===== src/rtl/fifo_arb_pkg.sv =====
// Shared types and constants for the packet-granular FIFO write arbiter.
package fifo_arb_pkg;

  typedef enum logic {
    IDLE  = 1'b0,
    GRANT = 1'b1
  } arb_state_e;

  localparam int DEF_NUM_SRC    = 4;
  localparam int DEF_DATA_WIDTH = 8;
  localparam int DEF_MAX_PKT    = 16;

  // Ceiling log2, never below 1 so it can always size a vector.
  function automatic int clog2(input int v);
    int r;
    r = 1;
    for (int i = 1; i < 31; i++) begin
      if ((1 << i) < v) r = i + 1;
    end
    return r;
  endfunction

endpackage


===== src/rtl/fifo_write_arbiter_rr_pick.sv =====
// Combinational round-robin picker: first set request at or above ptr, wrapping.
module rr_pick
  import fifo_arb_pkg::*;
#(
  parameter int  NUM_SRC = DEF_NUM_SRC,
  localparam int IW      = clog2(NUM_SRC)
) (
  input  logic [NUM_SRC-1:0] req,
  input  logic [IW-1:0]      ptr,
  output logic               any,
  output logic [IW-1:0]      idx
);

  logic [2*NUM_SRC-1:0] dbl;
  logic [IW:0]          pos;

  assign dbl = {req, req};

  // Scan from the far end so the nearest requester to ptr is written last.
  always_comb begin
    any = 1'b0;
    idx = '0;
    pos = '0;
    for (int k = NUM_SRC - 1; k >= 0; k--) begin
      pos = {1'b0, ptr} + (IW+1)'(k);
      if (dbl[pos]) begin
        any = 1'b1;
        if (pos >= (IW+1)'(NUM_SRC)) pos = pos - (IW+1)'(NUM_SRC);
        idx = pos[IW-1:0];
      end
    end
  end

endmodule


===== src/rtl/fifo_write_arbiter.sv =====
// Round-robin, packet-granular arbiter sharing one FIFO write port among NUM_SRC sources.
module fifo_write_arbiter
  import fifo_arb_pkg::*;
#(
  parameter int  NUM_SRC    = DEF_NUM_SRC,
  parameter int  DATA_WIDTH = DEF_DATA_WIDTH,
  parameter int  MAX_PKT    = DEF_MAX_PKT,
  localparam int SW         = clog2(NUM_SRC),
  localparam int CW         = clog2(MAX_PKT)
) (
  input  logic                          clk,
  input  logic                          reset_n,
  input  logic [NUM_SRC-1:0]            src_valid,
  input  logic [NUM_SRC*DATA_WIDTH-1:0] src_data,
  input  logic [NUM_SRC-1:0]            src_last,
  output logic [NUM_SRC-1:0]            src_ready,
  input  logic                          fifo_full,
  output logic                          fifo_write_en,
  output logic [DATA_WIDTH-1:0]         fifo_write_data,
  output logic [SW-1:0]                 grant_id,
  output logic                          busy,
  output logic [NUM_SRC-1:0]            overrun,
  input  logic                          overrun_clear
);

  arb_state_e                          state_q, state_d;
  logic [SW-1:0]                       rr_ptr_q, rr_ptr_d;
  logic [SW-1:0]                       grant_q, grant_d;
  logic [CW-1:0]                       beat_cnt_q, beat_cnt_d;
  logic [NUM_SRC-1:0]                  overrun_q, overrun_d, ovr_set;
  logic [NUM_SRC-1:0][DATA_WIDTH-1:0]  data_arr;
  logic                                pick_any;
  logic [SW-1:0]                       pick_idx;
  logic                                gnt_act, accept, cnt_max;
  logic [SW-1:0]                       next_ptr;

  assign data_arr = src_data;

  rr_pick #(.NUM_SRC(NUM_SRC)) u_pick (
    .req (src_valid),
    .ptr (rr_ptr_q),
    .any (pick_any),
    .idx (pick_idx)
  );

  assign gnt_act  = (state_q == GRANT);
  assign accept   = gnt_act & src_valid[grant_q] & ~fifo_full;
  assign cnt_max  = (beat_cnt_q == CW'(MAX_PKT - 1));
  assign next_ptr = (grant_q == SW'(NUM_SRC - 1)) ? '0 : grant_q + SW'(1);

  // Write port is a straight mux of the granted source; data is zeroed when idle.
  always_comb begin
    src_ready       = '0;
    fifo_write_en   = 1'b0;
    fifo_write_data = '0;
    if (gnt_act) begin
      src_ready[grant_q] = ~fifo_full;
      fifo_write_en      = accept;
      if (accept) fifo_write_data = data_arr[grant_q];
    end
  end

  always_comb begin
    state_d    = state_q;
    rr_ptr_d   = rr_ptr_q;
    grant_d    = grant_q;
    beat_cnt_d = beat_cnt_q;
    ovr_set    = '0;
    unique case (state_q)
      IDLE: begin
        if (pick_any) begin
          grant_d = pick_idx;
          state_d = GRANT;
        end
      end
      GRANT: begin
        if (accept) begin
          // A packet that hits MAX_PKT without last is cut; its tail re-arbitrates.
          if (src_last[grant_q] || cnt_max) begin
            ovr_set[grant_q] = ~src_last[grant_q];
            state_d          = IDLE;
            rr_ptr_d         = next_ptr;
            beat_cnt_d       = '0;
          end else begin
            beat_cnt_d = beat_cnt_q + CW'(1);
          end
        end
      end
      default: state_d = IDLE;
    endcase
    // Set beats clear on the same bit.
    overrun_d = (overrun_clear ? '0 : overrun_q) | ovr_set;
  end

  always_ff @(posedge clk or negedge reset_n) begin
    if (!reset_n) begin
      state_q    <= IDLE;
      rr_ptr_q   <= '0;
      grant_q    <= '0;
      beat_cnt_q <= '0;
      overrun_q  <= '0;
    end else begin
      state_q    <= state_d;
      rr_ptr_q   <= rr_ptr_d;
      grant_q    <= grant_d;
      beat_cnt_q <= beat_cnt_d;
      overrun_q  <= overrun_d;
    end
  end

  assign grant_id = grant_q;
  assign busy     = gnt_act;
  assign overrun  = overrun_q;

endmodule


===== config.mk =====
export PLATFORM = sky130hd
export DESIGN_NAME = fifo_write_arbiter
export DESIGN_NICKNAME = d
export VERILOG_FILES = /design/src/rtl/fifo_arb_pkg.sv /design/src/rtl/fifo_write_arbiter_rr_pick.sv /design/src/rtl/fifo_write_arbiter.sv
export SDC_FILE = /design/constraint.sdc
export NUM_CORES = 1
export LEC_CHECK = 0
export ABC_AREA = 1
export CAP_MARGIN = 20
export CORE_MARGIN = 4
export CORE_UTILIZATION = 30
export CTS_CLUSTER_SIZE = 10
export DETAILED_ROUTE_END_ITERATION = 12
export DONT_BUFFER_PORTS = 1
export SLEW_MARGIN = 20
export SYNTH_ARGS = -nofsm -noshare
export SYNTH_HDL_FRONTEND = slang
export SYNTH_SLANG_ARGS = --single-unit

===== constraint.sdc =====
create_clock -name clk -period 1.9 [get_ports clk]
set_input_delay 0.285 -clock clk [delete_from_list [all_inputs] [get_ports clk]]
set_output_delay 0.285 -clock clk [all_outputs]
set_load 0.005 [all_outputs]

### Word-level counts from Yosys, hierarchy flattened

Index checks and enable logic that the tools add are counted.

* logic and storage cells: 81
* flip-flop bits (word level): 13

* order comparisons: 10
* mux-type cells: 42
* add/sub/neg operators: 9
* equality and inequality tests: 2
* reduce and logical (&&, ||, !) cells: 5
* bitwise operators: 8

Operators with widths (count)
* $mux 4: 6
* $mux 8: 3
* $mux 2: 9
* $bmux 8 s2: 1
* $mux 1: 15
* $lt 3x4->1 const B: 3
* $bmux 1 s3: 3
* $ge 3x3->1 const B: 3
* $and 4x4->4: 2
* $sub 2x1->2 const B: 4
* $add 2x2->3 const B: 2
* $bmux 1 s2: 3
* $add 4x1->4 const B: 1
* $eq 4x4->1 const B: 1
* $lt 2x4->1 const B: 1
* $or 4x4->4: 1
* $reduce_and 2->1: 2
* $add 2x1->3 const B: 1
* $ge 2x3->1 const B: 1
* $lt 2x3->1 const B: 1
* $not 1->1: 3
* $reduce_and 3->1: 1
* $add 2x1->2 const B: 1
* $and 1x1->1: 2
* 6 further kinds: 6

### Longest topological paths before layout

* depth in word-level cells: 9
* gate-level depth with buffers: 11

### Hierarchy

From an unflattened synthesis, not the netlist that was laid out.

* cell total of the unflattened synthesis: 204
* area total of the unflattened synthesis: 1357.6 sq um

By module, submodules not included
* fifo_write_arbiter: seq. area each 325.3 sq um, area each 1133.6 sq um, instances 1, cells an instance 159
* rr_pick: seq. area each 0.0 sq um, area each 224.0 sq um, instances 1, cells an instance 45

### Worst setup path before layout

Ideal clock, no wire load.

* kind: register to output
* start: register grant_q[0] (netlist: grant_id[0])
* end: output port src_ready[0]
* setup slack: 0.335 ns
* stages on the path, launching flop included: 7
* required time: 1.615 ns
* path buffers: 2
* data arrival time: 1.280 ns
* cell sequence: dfrtp_1 -> inv_2 -> buf_6 -> clkbuf_1 -> ha_1 -> nand2_1 -> nor2_1

* longest elaborated chain between the ends: 6
* elaborated cells on any way between the ends: 7
* classes of those cells: order compare (2); mux (3); bitwise (1); reduce/logical (1)

Ends and longest elaborated chain
* start, declared: RTL line fifo_write_arbiter.sv:28 `logic [SW-1:0] grant_q, grant_d;`
* start signal, assigned: RTL line fifo_write_arbiter.sv:105 `grant_q <= grant_d;`
* $lt 2x3->1 (not written as such) / $ge 2x1->1 (equally long branches): RTL line fifo_write_arbiter.sv:57 `src_ready[grant_q] = ~fifo_full;`
* $logic_and 1x1->1 (not written as such): RTL line fifo_write_arbiter.sv:57
* $mux 1 (not written as such): RTL line fifo_write_arbiter.sv:57
* $demux 1 s2 (*): RTL line fifo_write_arbiter.sv:57
* $and 4x4->4 (no line) (*)
* $mux 4 (*): RTL line fifo_write_arbiter.sv:56 `if (gnt_act) begin`
* end, declared: RTL line fifo_write_arbiter.sv:16 `output logic [NUM_SRC-1:0] src_ready,`

Mark *: on every way between the ends. The rest lies on a longest branch, timed or not.

### Worst setup path in the final report

Same ends and word-level chain as after synthesis.

==> metrics.txt <==
largest net degree at the start of global routing=18; clk sinks=13; number of global-route vias before repair=around 1100; Synth top cells by count=42 x nand2_1, 38 x nor2_1, 22 x o21ai_0, 18 x inv_1, 14 x nand3_1; Ys Warns=0; initial drt markers=61; maximum clock insertion buffer count=2; row count=22; Fin Clk Skew=approximately 3.5 ps; Syn Nets=approximately 240; number of synthesized flops with an enable pin=0; CP peak stage delay=roughly 470 ps; CP Data Required Time=between 1500 and 2000 ps; final core utilization=0.3501; Overflow after GRT=0; final-layout fill cell count=approximately 420; Crit Path Class=register to output pin; Worst slew margin=0.6138; Worst Reg2Reg Path Length in Cells=11; Register Area=326.6 sq um; worst min-delay path startpoint=overrun_clear; setup_tns=0 ps; slowest cell on the critical path=dfrtp_2; Slew @ Worst Pin=roughly 580 ps; gpl congestion=around 0.75; count leader, synth=nand2_1; status=finished clean; reg2reg start=rr_ptr_q[0]; area grow syn2layout=8.692%; Total Routed Length=3.125 mm; Clock transition at path regs=approximately 50 ps; core area=~3800 sq um; Routed wire per std cell=~13 um; WHS Path Cells=3; final setup fails=0; buffers plus inverters on the worst setup path=2; worst-path cell chain=inv_2 -> buf_4 -> ha_1 -> nand2_1 -> nor2_1; WP depth=5; Final min period=1758 ps; final hold vios=0; worst setup path end=src_ready[0]; area taken by multi-input logic gates=about 760 sq um; crit-path max FO=17; reg2reg end=grant_id[0]; Worst Setup SP=grant_id[0]; period utilisation layout=0.9252; critical path arrival=around 1500 ps; Crit path max-delay family=flip-flops; Startpoint Class=register; Max rail drop VDD=just under 0.5 mV; initial antenna violation count=0; max cap viols=0; H-Tree Depth=1; Most used DFF post-synth=dfrtp_1; Via density=roughly 4.9; Yosys top cell by area=dfrtp_1; Seq/Total Area, Yosys=0.2658; static leakage=between 0.6 and 0.7 nW; Die H=slightly above 70 um; effective utilization at floorplan=0.3221; synth top area cells=dfrtp_1 27%, nand2_1 13%, nor2_1 12%; crit end category=output pin; FFs w/ async S/R, synth=1.000; layout net count=~250; CTS tree=done; antenna viol nets, final=0; total track usage=0.1249; fin. max-slew vios=0; first-pass GRT wire length=5.188 mm; Clk Latency, worst-skew pair=240 ps; r2r setup slk=around 360 ps; # IOs=64; I/O Buffers=0; vias after detailed routing=about 1200; share of layout cells above drive strength 1=0.1263; DIE WIDTH=between 70 and 80 um; cts bufs inserted=3; # diodes=0; Peak Freq=0.5689 GHz; post-synth top area share=0.2658; Synth Register Bits=13; DIE AREA=about 5200 sq um; drt drc=0; Avg Inst Size Synth=between 6 and 7 sq um; worst hold path class=input port to register; clock root buffer=clkbuf_8; RSZ-0062 raised after global routing=false; Mapped Cells=between 150 and 200; mapped cell area=1224 sq um; drt pass-1 iters=4; DPL Wire Length=2.612 mm; pwr/cell area=~1500 nW/um^2; synth unique cells=25
-- metal layers --
layer	track usage	vias up	part of all wire
met5	0	-	0
met1	0.1674	513	0.46
met4	0.02505	0	0.0061
met3	0.03927	2	0.10
met2	0.1969	64	0.43
li1	-	628	-
-- state kept, by name (all words and copies together) (netlist names) --
signal and cells:
overrun 4, busy 1, rr_ptr_q 2, beat_cnt_q 4
grant_id 2
-- what timing repair did --
action                                  CTS  global route
buffers inserted                          0             0
endpoints found under the setup margin    0             1
gates resized for setup                   0             1
hold buffers                              1             0
hold endpoints to repair                 13             0
-- logic make-up after synthesis --
| kind of cell | count (synthesis) | synth area share |
|---|---|---|
| buf+inv | 28 | 0.1094 |
| flops | 13 | 0.2658 |
| mux | 1 | 0.008180 |
| fa+ha+maj | 6 | 0.06135 |
| compound gates | 38 | 0.1667 |
| simple gates | 108 | 0.3886 |
-- tightest hold or removal path, delay by kind of cell --
family / cells / cell delay (ps)
buf+inv: 1 / 50
simple gates: 2 / 100
-- cell usage in the layout (no fill, tap or decap) --
cell type and n:
nand2_1 42, nor2_1 38, o21ai_0 22, inv_1 18
nand3_1 14, a21oi_1 12, dfrtp_1 12, ha_1 6
buf_4 6, inv_2 3, nor2_2 3, o21ai_2 3
clkbuf_8 3, nand2_2 2, nor3_1 2, nand2_4 2
o211ai_1 1, nand3_2 1, nor2_4 1, nand4_1 1
and2_1 1, mux2i_1 1, nand3b_1 1, clkbuf_1 1
dfrtp_2 1, dlygate4sd3_1 1
-- final cells by class --
class	instances	share of cell area
Multi-Input combinational cell	153	0.5748
Sequential cell	13	0.2455
Tap cell	48	0.04516
Clock buffer	4	0.03387
Timing Repair Buffer	7	0.04139
Inverter	21	0.05927
-- report_power, final --
part / total, mW / switching (mW) / internal (mW) / leakage, nW
sequential: 0.512 / 0.135 / 0.377 / 0.166
clock: 0.240 / 0.0927 / 0.148 / 0.0228
combinational: 1.29 / 0.817 / 0.473 / 0.475
-- stage by stage --
| stage | setup slack [ps] | hold WS, ps | instances | instance area [sq um] | total power [mW] |
|---|---|---|---|---|---|
| 4_1_cts | 89.84 | 229.2 | 246 | 1329 | 2.065 |
| 3_5_place_dp | 315.4 | -10.18 | 241 | 1274 | 1.807 |
| 6_report | 142.2 | 233.6 | 246 | 1330 | 2.042 |
| 2_1_floorplan | 334.7 | -10.59 | 194 | 1224 | 1.554 |
| 3_3_place_gp | 344.9 | -10.13 | 241 | 1274 | 1.818 |
| 5_1_grt | 44.77 | 245.3 | 246 | 1330 | 2.292 |
-- how the worst min path moves through the flow --
stage                         end  slack [ps]
floorplan           beat_cnt_q[0]         -10
global route           overrun[2]         250
CTS                    overrun[0]         230
finish                 overrun[2]         230
global placement       overrun[2]         -10
detailed placement     overrun[1]         -10
(Power assumes the default switching activity.)
